--- src/rtl/click_classifier.sv ---
// click_classifier: groups one-cycle press pulses into click gestures.
// Gestures close on a window timeout or on the final press of a gesture.
//
// Parameters:
//   WINDOW_CYCLES - max cycles after a press in which the next press
//                   joins the same gesture (must be >= 2)
//   CNT_W         - width of click_count
//
// Ports:
//   clk          in   system clock
//   reset        in   synchronous, active-high reset
//   press_pulse  in   press event; every high cycle is one press
//   single_click out  one-cycle pulse, gesture of one press
//   double_click out  one-cycle pulse, gesture of two presses
//   triple_click out  one-cycle pulse, gesture of three presses
//   click_count  out  total accepted presses, modulo 2^CNT_W
//   busy         out  high while a gesture is open
//
// Optional feature macro: CLICK_TRIPLE_EN
//   Defined:   adds a third-press state and drives triple_click.
//   Undefined: two-press gestures only; triple_click is tied to 0.

module click_classifier #(
    parameter int WINDOW_CYCLES = 25000000,
    parameter int CNT_W         = 8
) (
    input  logic             clk,
    input  logic             reset,
    input  logic             press_pulse,
    output logic             single_click,
    output logic             double_click,
    output logic             triple_click,
    output logic [CNT_W-1:0] click_count,
    output logic             busy
);

    localparam int TW = (WINDOW_CYCLES > 2) ? $clog2(WINDOW_CYCLES) : 1;
    localparam logic [TW-1:0] T_LAST = TW'(WINDOW_CYCLES - 1);

    typedef enum logic [1:0] {
        IDLE  = 2'd0,
        WAIT2 = 2'd1,
        WAIT3 = 2'd2
    } state_t;

    state_t        state;
    logic [TW-1:0] timer;

    // The last window cycle only times out when no press arrives in it;
    // a coincident press takes priority and joins the gesture.
    logic timeout;
    assign timeout = (timer == T_LAST) && !press_pulse;

`ifdef CLICK_TRIPLE_EN
    logic triple_q;
    assign triple_click = triple_q;
`else
    assign triple_click = 1'b0;
`endif

    always_ff @(posedge clk) begin
        if (reset) begin
            state        <= IDLE;
            timer        <= '0;
            single_click <= 1'b0;
            double_click <= 1'b0;
            busy         <= 1'b0;
            click_count  <= '0;
`ifdef CLICK_TRIPLE_EN
            triple_q     <= 1'b0;
`endif
        end else begin
            // Click outputs are pulses: cleared unless set below.
            single_click <= 1'b0;
            double_click <= 1'b0;
`ifdef CLICK_TRIPLE_EN
            triple_q     <= 1'b0;
`endif

            // Every press is counted regardless of gesture state.
            if (press_pulse) begin
                click_count <= click_count + CNT_W'(1);
            end

            case (state)
                IDLE: begin
                    timer <= '0;
                    if (press_pulse) begin
                        state <= WAIT2;
                        busy  <= 1'b1;
                    end
                end

                WAIT2: begin
                    if (press_pulse) begin
                        timer <= '0;
`ifdef CLICK_TRIPLE_EN
                        state <= WAIT3;
`else
                        state        <= IDLE;
                        busy         <= 1'b0;
                        double_click <= 1'b1;
`endif
                    end else if (timeout) begin
                        timer        <= '0;
                        state        <= IDLE;
                        busy         <= 1'b0;
                        single_click <= 1'b1;
                    end else begin
                        timer <= timer + TW'(1);
                    end
                end

`ifdef CLICK_TRIPLE_EN
                WAIT3: begin
                    if (press_pulse) begin
                        timer    <= '0;
                        state    <= IDLE;
                        busy     <= 1'b0;
                        triple_q <= 1'b1;
                    end else if (timeout) begin
                        timer        <= '0;
                        state        <= IDLE;
                        busy         <= 1'b0;
                        double_click <= 1'b1;
                    end else begin
                        timer <= timer + TW'(1);
                    end
                end
`endif

                default: begin
                    state <= IDLE;
                    timer <= '0;
                    busy  <= 1'b0;
                end
            endcase
        end
    end

endmodule

--- config.mk ---
export PLATFORM = sky130hd
export DESIGN_NAME = click_classifier
export DESIGN_NICKNAME = d
export VERILOG_FILES = /design/src/rtl/click_classifier.sv
export SDC_FILE = /design/constraint.sdc
export NUM_CORES = 1
export LEC_CHECK = 0
export CAP_MARGIN = 20
export CORE_MARGIN = 2
export CORE_UTILIZATION = 50
export CTS_CLUSTER_DIAMETER = 150
export DETAILED_ROUTE_END_ITERATION = 16
export DONT_BUFFER_PORTS = 1
export PLACE_DENSITY = 0.68
export SLEW_MARGIN = 20
export SYNTH_ARGS = -nofsm -noshare
export SYNTH_HDL_FRONTEND = slang
export SYNTH_SLANG_ARGS = --single-unit
--- constraint.sdc ---
create_clock -name clk -period 2.1 [get_ports clk]
set_input_delay 0.63 -clock clk [delete_from_list [all_inputs] [get_ports clk]]
set_output_delay 0.63 -clock clk [all_outputs]
set_load 0.005 [all_outputs]
==> results of run 1 <==
## through the flow
stage	instances	cell area, um^2	total power, mW
3_5_place_dp	222	1688	0.7373
4_1_cts	230	1764	1.212
5_1_grt	230	1767	1.244
2_1_floorplan	181	1639	0.7361
3_3_place_gp	222	1688	0.7348
6_report	230	1767	1.197
## area by class of cell
class                      count  area share
timing repair buffer           4     0.01700
multi-input combinational    135      0.4936
inverter                       3    0.006374
sequential                    36      0.4086
clock buffer                   6     0.02337
clock inverter                 2     0.01983
tap                           44     0.03116
## cells in the mapped netlist, drive strengths merged
master,n
inv,3
o21ai,4
mux2i,1
or2,2
and4,3
and4bb,1
a21oi,11
nand2b,1
nand4,10
buf,5
o41ai,1
nor4,5
or4,10
o31ai,8
nor2,24
nand3,8
conb,1
nand2,14
ha,2
or3,3
and2,1
and3,2
dfxtp,36
xnor2,9
clkbuf,2
nor3,4
xor2,10
## worst register-to-register path, delay by kind of cell (launching register included)
kind / cells / cell delay, ns
compound gates: 1 / 0.15
flops: 1 / 0.50
simple gates: 3 / 1.31
## flip-flops by register name, indices dropped and copies added, names as in the netlist
signal	count
timer	25
double_click	1
click_count	8
busy	1
single_click	1
## final timing paths
| kind | from | end | slack (ns) | cells past startpoint |
|---|---|---|---|---|
| max reg2reg | timer[7] | timer[24] | 0.09 | 4 |
| max | timer[7] | timer[24] | 0.09 | 4 |
| min reg2reg | timer[24] | timer[24] | 0.49 | 2 |
| min | reset | click_count[6] | 0.34 | 1 |
## power by group through the flow
stage	logic [mW]	clock network (mW)	registers [mW]
final	0.0232	0.475	0.698
after global placement	0.0217	0	0.713
after global routing	0.0264	0.517	0.700
after CTS	0.0234	0.490	0.698
after floorplan	0.0242	0	0.712
after detailed placement	0.0235	0	0.714
## cells by family after synthesis
kind of cell	Yosys count	share of synthesized area
AOI/OAI and AO/OA	24	0.09695
xor gates and xnor gates	19	0.1015
adders and majority gates	2	0.01526
buffers and inverters	10	0.03588
DFF	36	0.4397
muxes	1	0.006107
other	1	0.002288
and+or+nand+nor	88	0.3023
## per-layer routing
layer,part of all wire,up-vias,track usage
li1,-,661,-
met1,0.48,602,0.2487
met2,0.47,23,0.3055
met3,0.033,7,0.05462
met4,0.015,0,0.09627
met5,0,-,0
==> out/metrics.yaml, run 1 <==
power_and_ir_drop:
  power_frac_comb: 0.019
  sw_frac_of_total: 0.2064
  p_switching_mw: 0.2470
  clockPowerShare: 0.397
  ir_drop_v: 0.0004473
  internal_power_mw: 0.9496
  p_leak_nw: 0.5300
  seq_power_share: 0.583
  pwr_density_cell_mw_per_mm2: 677.3
layout:
  area_growth_pct: 7.786
  seqCellArea_um2: 721.9
  final_net_count: 190
  most-common-layout-cells: "dfxtp_1 (35), nor2_1 (24), nand2_1 (14), xor2_1 (10)"
  n_antenna_cell: 0
  fillers: 305
  drive_above_1_share: 0.1344
  final_common_cell: "dfxtp_1"
  multi_input_area_um2: 872.1
  fin_util: 0.5740
clocking:
  clk_path_buf_depth: 2
  clk_pin_slew_worst_paths_ns: 0.11
  clk_latency_ns: 0.34
  cts_buffers: 5
  cts_tree: "done"
  post_cts_buffers: 0
  cts-hold-fix-buffers: 0
  htreeDepth: 2
  cts_sinks: 36
  cts_resized: 0
  cts_root_buf: "clkbuf_4"
place:
  portBuffers: 0
  gp_congestion: 0.8002
  hpwlAfterDp_um: 2236
  dp_slack_ns: 0.1302
worst_setup_path:
  critical_path.top_delay_family: "simple AND/OR/NAND/NOR gates"
  critical-path-slowest-cell: "or4_4"
  critPathCaptureType: "flip-flop"
  crit_buf_inv: 0
  arrival_ns: 2.29
  critPathKind: "reg2reg"
  worstPathMaxFanout: 14
  startpoint_type: "flip-flop"
  path_cells: "nand4_4, or4_4, or4_1, a21oi_1"
  crit_path_max_incr_delay_ns: 0.60
  worstPathRequired_ns: 2.37
synth:
  yosysTopAreaCell: "dfxtp_1"
  synth_nets: 186
  synth_top_area_share: 0.4397
  syn_area_per_cell_um2: 9.056
  ys_ff_latch: 36
  ys_warn_count: 0
  ys_top_cells_by_area: "dfxtp_1 (44%), nor2_1 (5.5%), xor2_1 (5.3%)"
  syn-instance-count: 181
  syn_area_mm2: 0.001639
  ys_seq_area_frac: 0.4397
  yosysUniqueCellTypes: 34
timing:
  fmaxAchievable_mhz: 496.4
  rsz0062_at_grt: "false"
  drv_slew: 0
  hold_violations: 0
  fin_setup_tns_ns: 0
  finalCritPeriodShare: 0.9593
  finalClockSkew_ns: 0.008176
  setup_ws_ns: 0.08546
  holdWs_ns: 0.3427
  period_needed_ns: 2.015
  setup_viol: 0
routing:
  routedWlPerCell_um: 14.04
  vias_per_cell: 5.622
  drt_iter0_drc: 47
  totalWireLength_um: 3230
  ant_nets: 0
  drc_errors: 0
  num_vias: 1293
  drt_pass1_iterations: 4
status:
  status: "completed"
floorplanning:
  dieArea_mm2: 0.003752
  initial_utilization: 0.5325
  die_h_um: 61.26
  die_x_um: 61.26
  std_cell_rows: 20
  coreArea_mm2: 0.003078
  ios: 15
global_routing:
  antenna_found_initial: 0
  grt_max_degree: 15
  grt_pass1_vias: 1271
  grt_first_pass_wirelength_um: 5451
  grt_use_total: 0.1957
  grt.overflow.total: 0
job:
  drv_cap: 0
hold_path:
  hp-class: "in2reg"
Power figures use the tool's default switching activity.
==> run 2, diff against run 1 <==
clock period = 1.7 ns   (was 2.1 ns; I/O delays follow)
==> run 2 against run 1 <==
Net effect: the run now ends with negative setup slack left; sequential power rose by 23%; sequential share of layout area fell by 5.5 points; clock skew rose by 0.0038 ns; sequential cell count did not move; total power rose by 28%; worst hold slack got worse by 0.13 ns; non-clock buffer count rose by 30; clock-buffer cell count fell by 1; critical path type unchanged.
==> out/metrics.yaml, run 2 (synthesis results as in run 1) <==
clocking:
  clk_pin_slew_worst_paths_ns: 0.13
  cts_tree: "done"
  cts-hold-fix-buffers: 0
  clk_path_buf_depth: 2
  clk_latency_ns: 0.35
  cts_buffers: 5
  htreeDepth: 2
  cts_root_buf: "clkbuf_4"
  cts_sinks: 36
worst_setup_path:
  path_cells: "nand4_4, or4_4, buf_6, or3_1, a21oi_1"
  r2r_slack_ns: -0.10
  startpoint_type: "flip-flop"
  arrival_ns: 2.08
  worstPathMaxFanout: 6
  r2r_start: "timer[10]"
  critPathCaptureType: "flip-flop"
  critical_path.top_delay_family: "simple AND/OR/NAND/NOR gates"
  crit_buf_inv: 1
  worstReg2RegEnd: "timer[18]"
  crit_path_max_incr_delay_ns: 0.60
  reg2reg_depth: 5
  worstPathRequired_ns: 1.98
  critical-path-slowest-cell: "or4_4"
  critPathKind: "reg2reg"
job:
  drv_cap: 0
global_routing:
  met3_usage: 0.06092
  grt-busiest-layer: "met2"
  grt.overflow.total: 0
  grt_pass1_vias: 1388
  gr-usage-met2: 0.3617
  grt_use_total: 0.2168
  use_met1: 0.2507
  grt_first_pass_wirelength_um: 5934
  grt_max_degree: 15
  antenna_found_initial: 0
layout:
  fin_cells: 261
  drive_above_1_share: 0.3594
  largest_reg_flops: 25
  area_growth_pct: 27.94
  largestRegisters: "timer x25, click_count x8"
  fin_area_mm2: 0.002097
  final_common_cell: "buf_4"
  largest_register: "timer"
  fillers: 257
  most-common-layout-cells: "buf_4 (30), dfxtp_1 (25), nor2_1 (24), nand2_1 (13), xor2_1 (10)"
  final_net_count: 221
  n_antenna_cell: 0
  fin_util: 0.6813
power_and_ir_drop:
  ir_drop_v: 0.0007537
  seq_power_share: 0.562
  power_frac_comb: 0.028
  sw_frac_of_total: 0.2253
  p_leak_nw: 0.7008
  p_switching_mw: 0.3439
  clockPowerShare: 0.411
  pwr_density_cell_mw_per_mm2: 727.8
  internal_power_mw: 1.182
status:
  status: "finished, violations left"
  violations: "negative setup slack"
timing:
  setup_viol: 25
  finalCritPeriodShare: 1.060
  drv_slew: 0
  finalClockSkew_ns: 0.01197
  period_needed_ns: 1.802
  fin_setup_tns_ns: -1.495
  setup_ws_ns: -0.1019
  rsz0062_at_grt: "true"
  fmaxAchievable_mhz: 555.0
  hold_violations: 0
routing:
  routedWlPerCell_um: 15.09
  ant_nets: 0
  totalWireLength_um: 3939
  drc_errors: 0
  drt_pass1_iterations: 4
  vias_per_cell: 5.801
  num_vias: 1514
  drt_iter0_drc: 52
place:
  postPlaceCellArea_mm2: 0.001889
  dp.cells: 246
  gp_congestion: 0.8230
  portBuffers: 0
  hpwlAfterDp_um: 2631
floorplanning:
  ios: 15
  initial_utilization: 0.5325
  die_h_um: 61.26
  dieArea_mm2: 0.003752
  std_cell_rows: 20
  coreArea_mm2: 0.003078
  die_x_um: 61.26
hold_path:
  hp-class: "in2reg"
  hold_path.startpoint: "reset"
  min_path_cells: 1
  hold_end: "click_count[7]"
-- run 2: cell count changes in the layout (fill, tap and decap cells not counted), moves of 2 or more --
| cell | previous run | this run |
|---|---|---|
| buf_4 | 4 | 30 |
| dfxtp_1 | 35 | 25 |
| dfxtp_2 | 1 | 8 |
| or4_4 | 3 | 8 |
| or4_1 | 6 | 2 |
| a21oi_1 | 9 | 6 |
| a21oi_2 | 2 | 5 |
| dfxtp_4 | 0 | 3 |
| buf_6 | 0 | 2 |
| buf_8 | 0 | 2 |
-- run 2: worst register-to-register path, cell delays in order (launching register included) --
cell and delay (ns):
dfxtp_2 0.37, nand4_4 0.13, or4_4 0.60, buf_6 0.15
or3_1 0.36, a21oi_1 0.13
-- run 2: cell type report --
cell class	count	area [um^2]	area share
clock buffer	5	37.54	0.01790
inverter	3	11.26	0.005370
timing repair buffer	34	277.8	0.1325
sequential	36	742.0	0.3538
tap	44	55.05	0.02625
multi-input combinational	136	927.1	0.4421
clock inverter	3	46.29	0.02208
-- run 2: through the flow --
stage	hold slack [ns]	setup WS (ns)	power, mW
global route	0.1773	-0.1435	1.577
CTS	0.2009	-0.08142	1.530
floorplan	0.4194	-0.08617	0.9061
finish	0.2087	-0.1019	1.526
detailed placement	0.4877	-0.05190	0.9087
global placement	0.4741	0.0001807	0.9042
-- run 2: metal layers --
metal / up-vias / part of all wire
met3: 11 / 0.046
met1: 738 / 0.42
met2: 37 / 0.51
li1: 728 / -
met4: 0 / 0.021
met5: - / 0
-- run 2: worst max-delay path by stage --
stage,startpoint,end,cells past startpoint
after floorplan,timer[10],timer[22],5
after global placement,timer[10],timer[24],4
after detailed placement,timer[10],timer[24],4
after CTS,timer[10],timer[24],4
after global routing,timer[10],timer[19],4
final,timer[10],timer[18],5
-- run 2: power by group through the flow --
stage / clock [mW] / combinational [mW] / sequential, mW
floorplan: 0 / 0.0313 / 0.875
global placement: 0 / 0.0283 / 0.876
detailed placement: 0 / 0.0321 / 0.877
CTS: 0.639 / 0.0334 / 0.858
global route: 0.673 / 0.0452 / 0.859
finish: 0.627 / 0.0421 / 0.857
-- run 2: timing repair --
item	4_1_cts	5_1_grt
setup buffers	1	4
pin swaps	4	6
gates cloned	0	2
resized for setup	5	18
endpoints found under the setup margin	15	26
==> run 3, diff against run 2 <==
CORE_ASPECT_RATIO = 1.2   (was default)
==> run 3 against run 2 <==
Net effect: the flow still finishes with violations (negative setup slack); critical path depth rose by 3; routed wire length is 4.5% higher; cell area grew 3.5%; worst hold slack improved by 0.010 ns; cell count shrank 1.9%; combinational power is 8.6% higher; sequential share of layout area decreased by 1.1 points; first-iteration DRC count down 3.8%; setup slack got worse by 0.0086 ns; global-route usage down 0.21 points.
==> out/metrics.yaml, run 3 (synthesis results as in run 1) <==
layout:
  fillers: 244
  final_common_cell: "buf_4"
  drive_above_1_share: 0.3864
  final_net_count: 224
  most-common-layout-cells: "buf_4 (30), dfxtp_1 (24), nor2_1 (22), nand2_1 (14), xor2_1 (10)"
  fin_area_mm2: 0.002171
  area_growth_pct: 32.44
  largestRegisters: "timer x25, click_count x8"
  largest_reg_flops: 25
  n_antenna_cell: 0
  largest_register: "timer"
global_routing:
  grt_max_degree: 19
  grt.overflow.total: 0
  grt_first_pass_wirelength_um: 6272
  grt_pass1_vias: 1449
  antenna_found_initial: 0
  grt_use_total: 0.2147
timing:
  setup_ws_ns: -0.1105
  finalClockSkew_ns: 0.01512
  rsz0062_at_grt: "true"
  period_needed_ns: 1.810
  hold_violations: 0
  finalCritPeriodShare: 1.065
  fmaxAchievable_mhz: 552.3
  setup_viol: 18
  drv_slew: 0
worst_setup_path:
  arrival_ns: 2.05
  worstPathMaxFanout: 5
  critPathKind: "reg2reg"
  startpoint_type: "flip-flop"
  worstPathRequired_ns: 1.94
  critPathCaptureType: "flip-flop"
clocking:
  cts_buffers: 5
  cts_root_buf: "clkbuf_4"
  clk_path_buf_depth: 2
  clk_pin_slew_worst_paths_ns: 0.12
  htreeDepth: 2
  cts_sinks: 36
  cts_tree: "done"
  cts-hold-fix-buffers: 0
  clk_latency_ns: 0.35
floorplanning:
  die_h_um: 66.72
  ios: 15
  dieArea_mm2: 0.003754
  std_cell_rows: 22
  initial_utilization: 0.5317
  coreArea_mm2: 0.003083
  die_x_um: 56.27
routing:
  num_vias: 1510
  drt_pass1_iterations: 6
  vias_per_cell: 5.898
  drt_iter0_drc: 50
  drc_errors: 0
  ant_nets: 0
  totalWireLength_um: 4117
  routedWlPerCell_um: 16.08
place:
  hpwlAfterDp_um: 2596
  gp_congestion: 0.7925
  postPlaceCellArea_mm2: 0.001884
  portBuffers: 0
  dp_slack_ns: -0.05777
status:
  violations: "negative setup slack"
  status: "finished, violations left"
power_and_ir_drop:
  ir_drop_v: 0.0006229
  pwr_density_cell_mw_per_mm2: 691.1
  p_leak_nw: 0.7341
hold_path:
  hp-class: "in2reg"
job:
  drv_cap: 0
-- run 3: cell count changes in the layout (fill, tap and decap cells not counted), sizes merged --
| cell | delta |
|---|---|
| buf | +2 |
| clkbuf | +2 |
| clkinv | +1 |
| clkinvlp | -1 |
| inv | -1 |
-- run 3: routing by layer --
layer  up-vias  track usage  part of all wire
li1        732            -                 -
met1       717       0.2269              0.41
met2        51       0.3912              0.51
met3        10      0.06408             0.054
met4         0      0.09821             0.018
met5         -            0                 0
-- run 3: layout make-up --
class                      count  area, um^2  area share
sequential                    36       743.2      0.3424
clock buffer                   6       41.29     0.01902
timing repair buffer          37       326.6      0.1504
clock inverter                 2       35.03     0.01614
inverter                       3       11.26    0.005187
multi-input combinational    136       968.4      0.4461
tap                           36       45.04     0.02075
-- run 3: stage by stage --
stage | setup TNS, ns | total power, mW | hold slack (ns) | cells | util
2_1_floorplan | -0.1102 | 0.9061 | 0.4194 | 181 | -
3_3_place_gp | -0.001186 | 0.9076 | 0.4703 | 237 | 0.6112
3_5_place_dp | -0.1357 | 0.9107 | 0.4882 | 237 | 0.6112
4_1_cts | -0.7085 | 1.500 | 0.2079 | 249 | 0.6571
5_1_grt | -2.588 | 1.542 | 0.2020 | 256 | 0.7041
6_report | -1.394 | 1.500 | 0.2190 | 256 | 0.7041
-- run 3: final timing paths --
path	from	to	slack, ns	cells after the start
worst max-delay path	timer[9]	timer[10]	-0.11	8
worst min-delay path	press_pulse	single_click	0.22	1
worst max register to register	timer[9]	timer[10]	-0.11	8
worst min register to register	busy	busy	0.52	1
-- run 3: what timing repair did --
| action | CTS | global route |
|---|---|---|
| pin swaps | 16 | 7 |
| gates resized for setup | 10 | 19 |
| gates cloned | 1 | 2 |
| setup buffers | 3 | 5 |
| endpoints found under the setup margin | 8 | 27 |
-- run 3: worst max-delay path: stages (launching register included) --
cell and delay, ns:
dfxtp_4 0.38, buf_6 0.11, and4bb_2 0.29, nand4_1 0.12, buf_4 0.17, o41ai_4 0.25
buf_4 0.20, clkbuf_16 0.14, nor2_1 0.05
-- run 3: power by group --
part	switching (mW)	internal (mW)	total, mW
Clock	0.288	0.308	0.597
Sequential	0.0109	0.847	0.858
Combinational	0.0220	0.0237	0.0457
Total	0.321	1.18	1.50
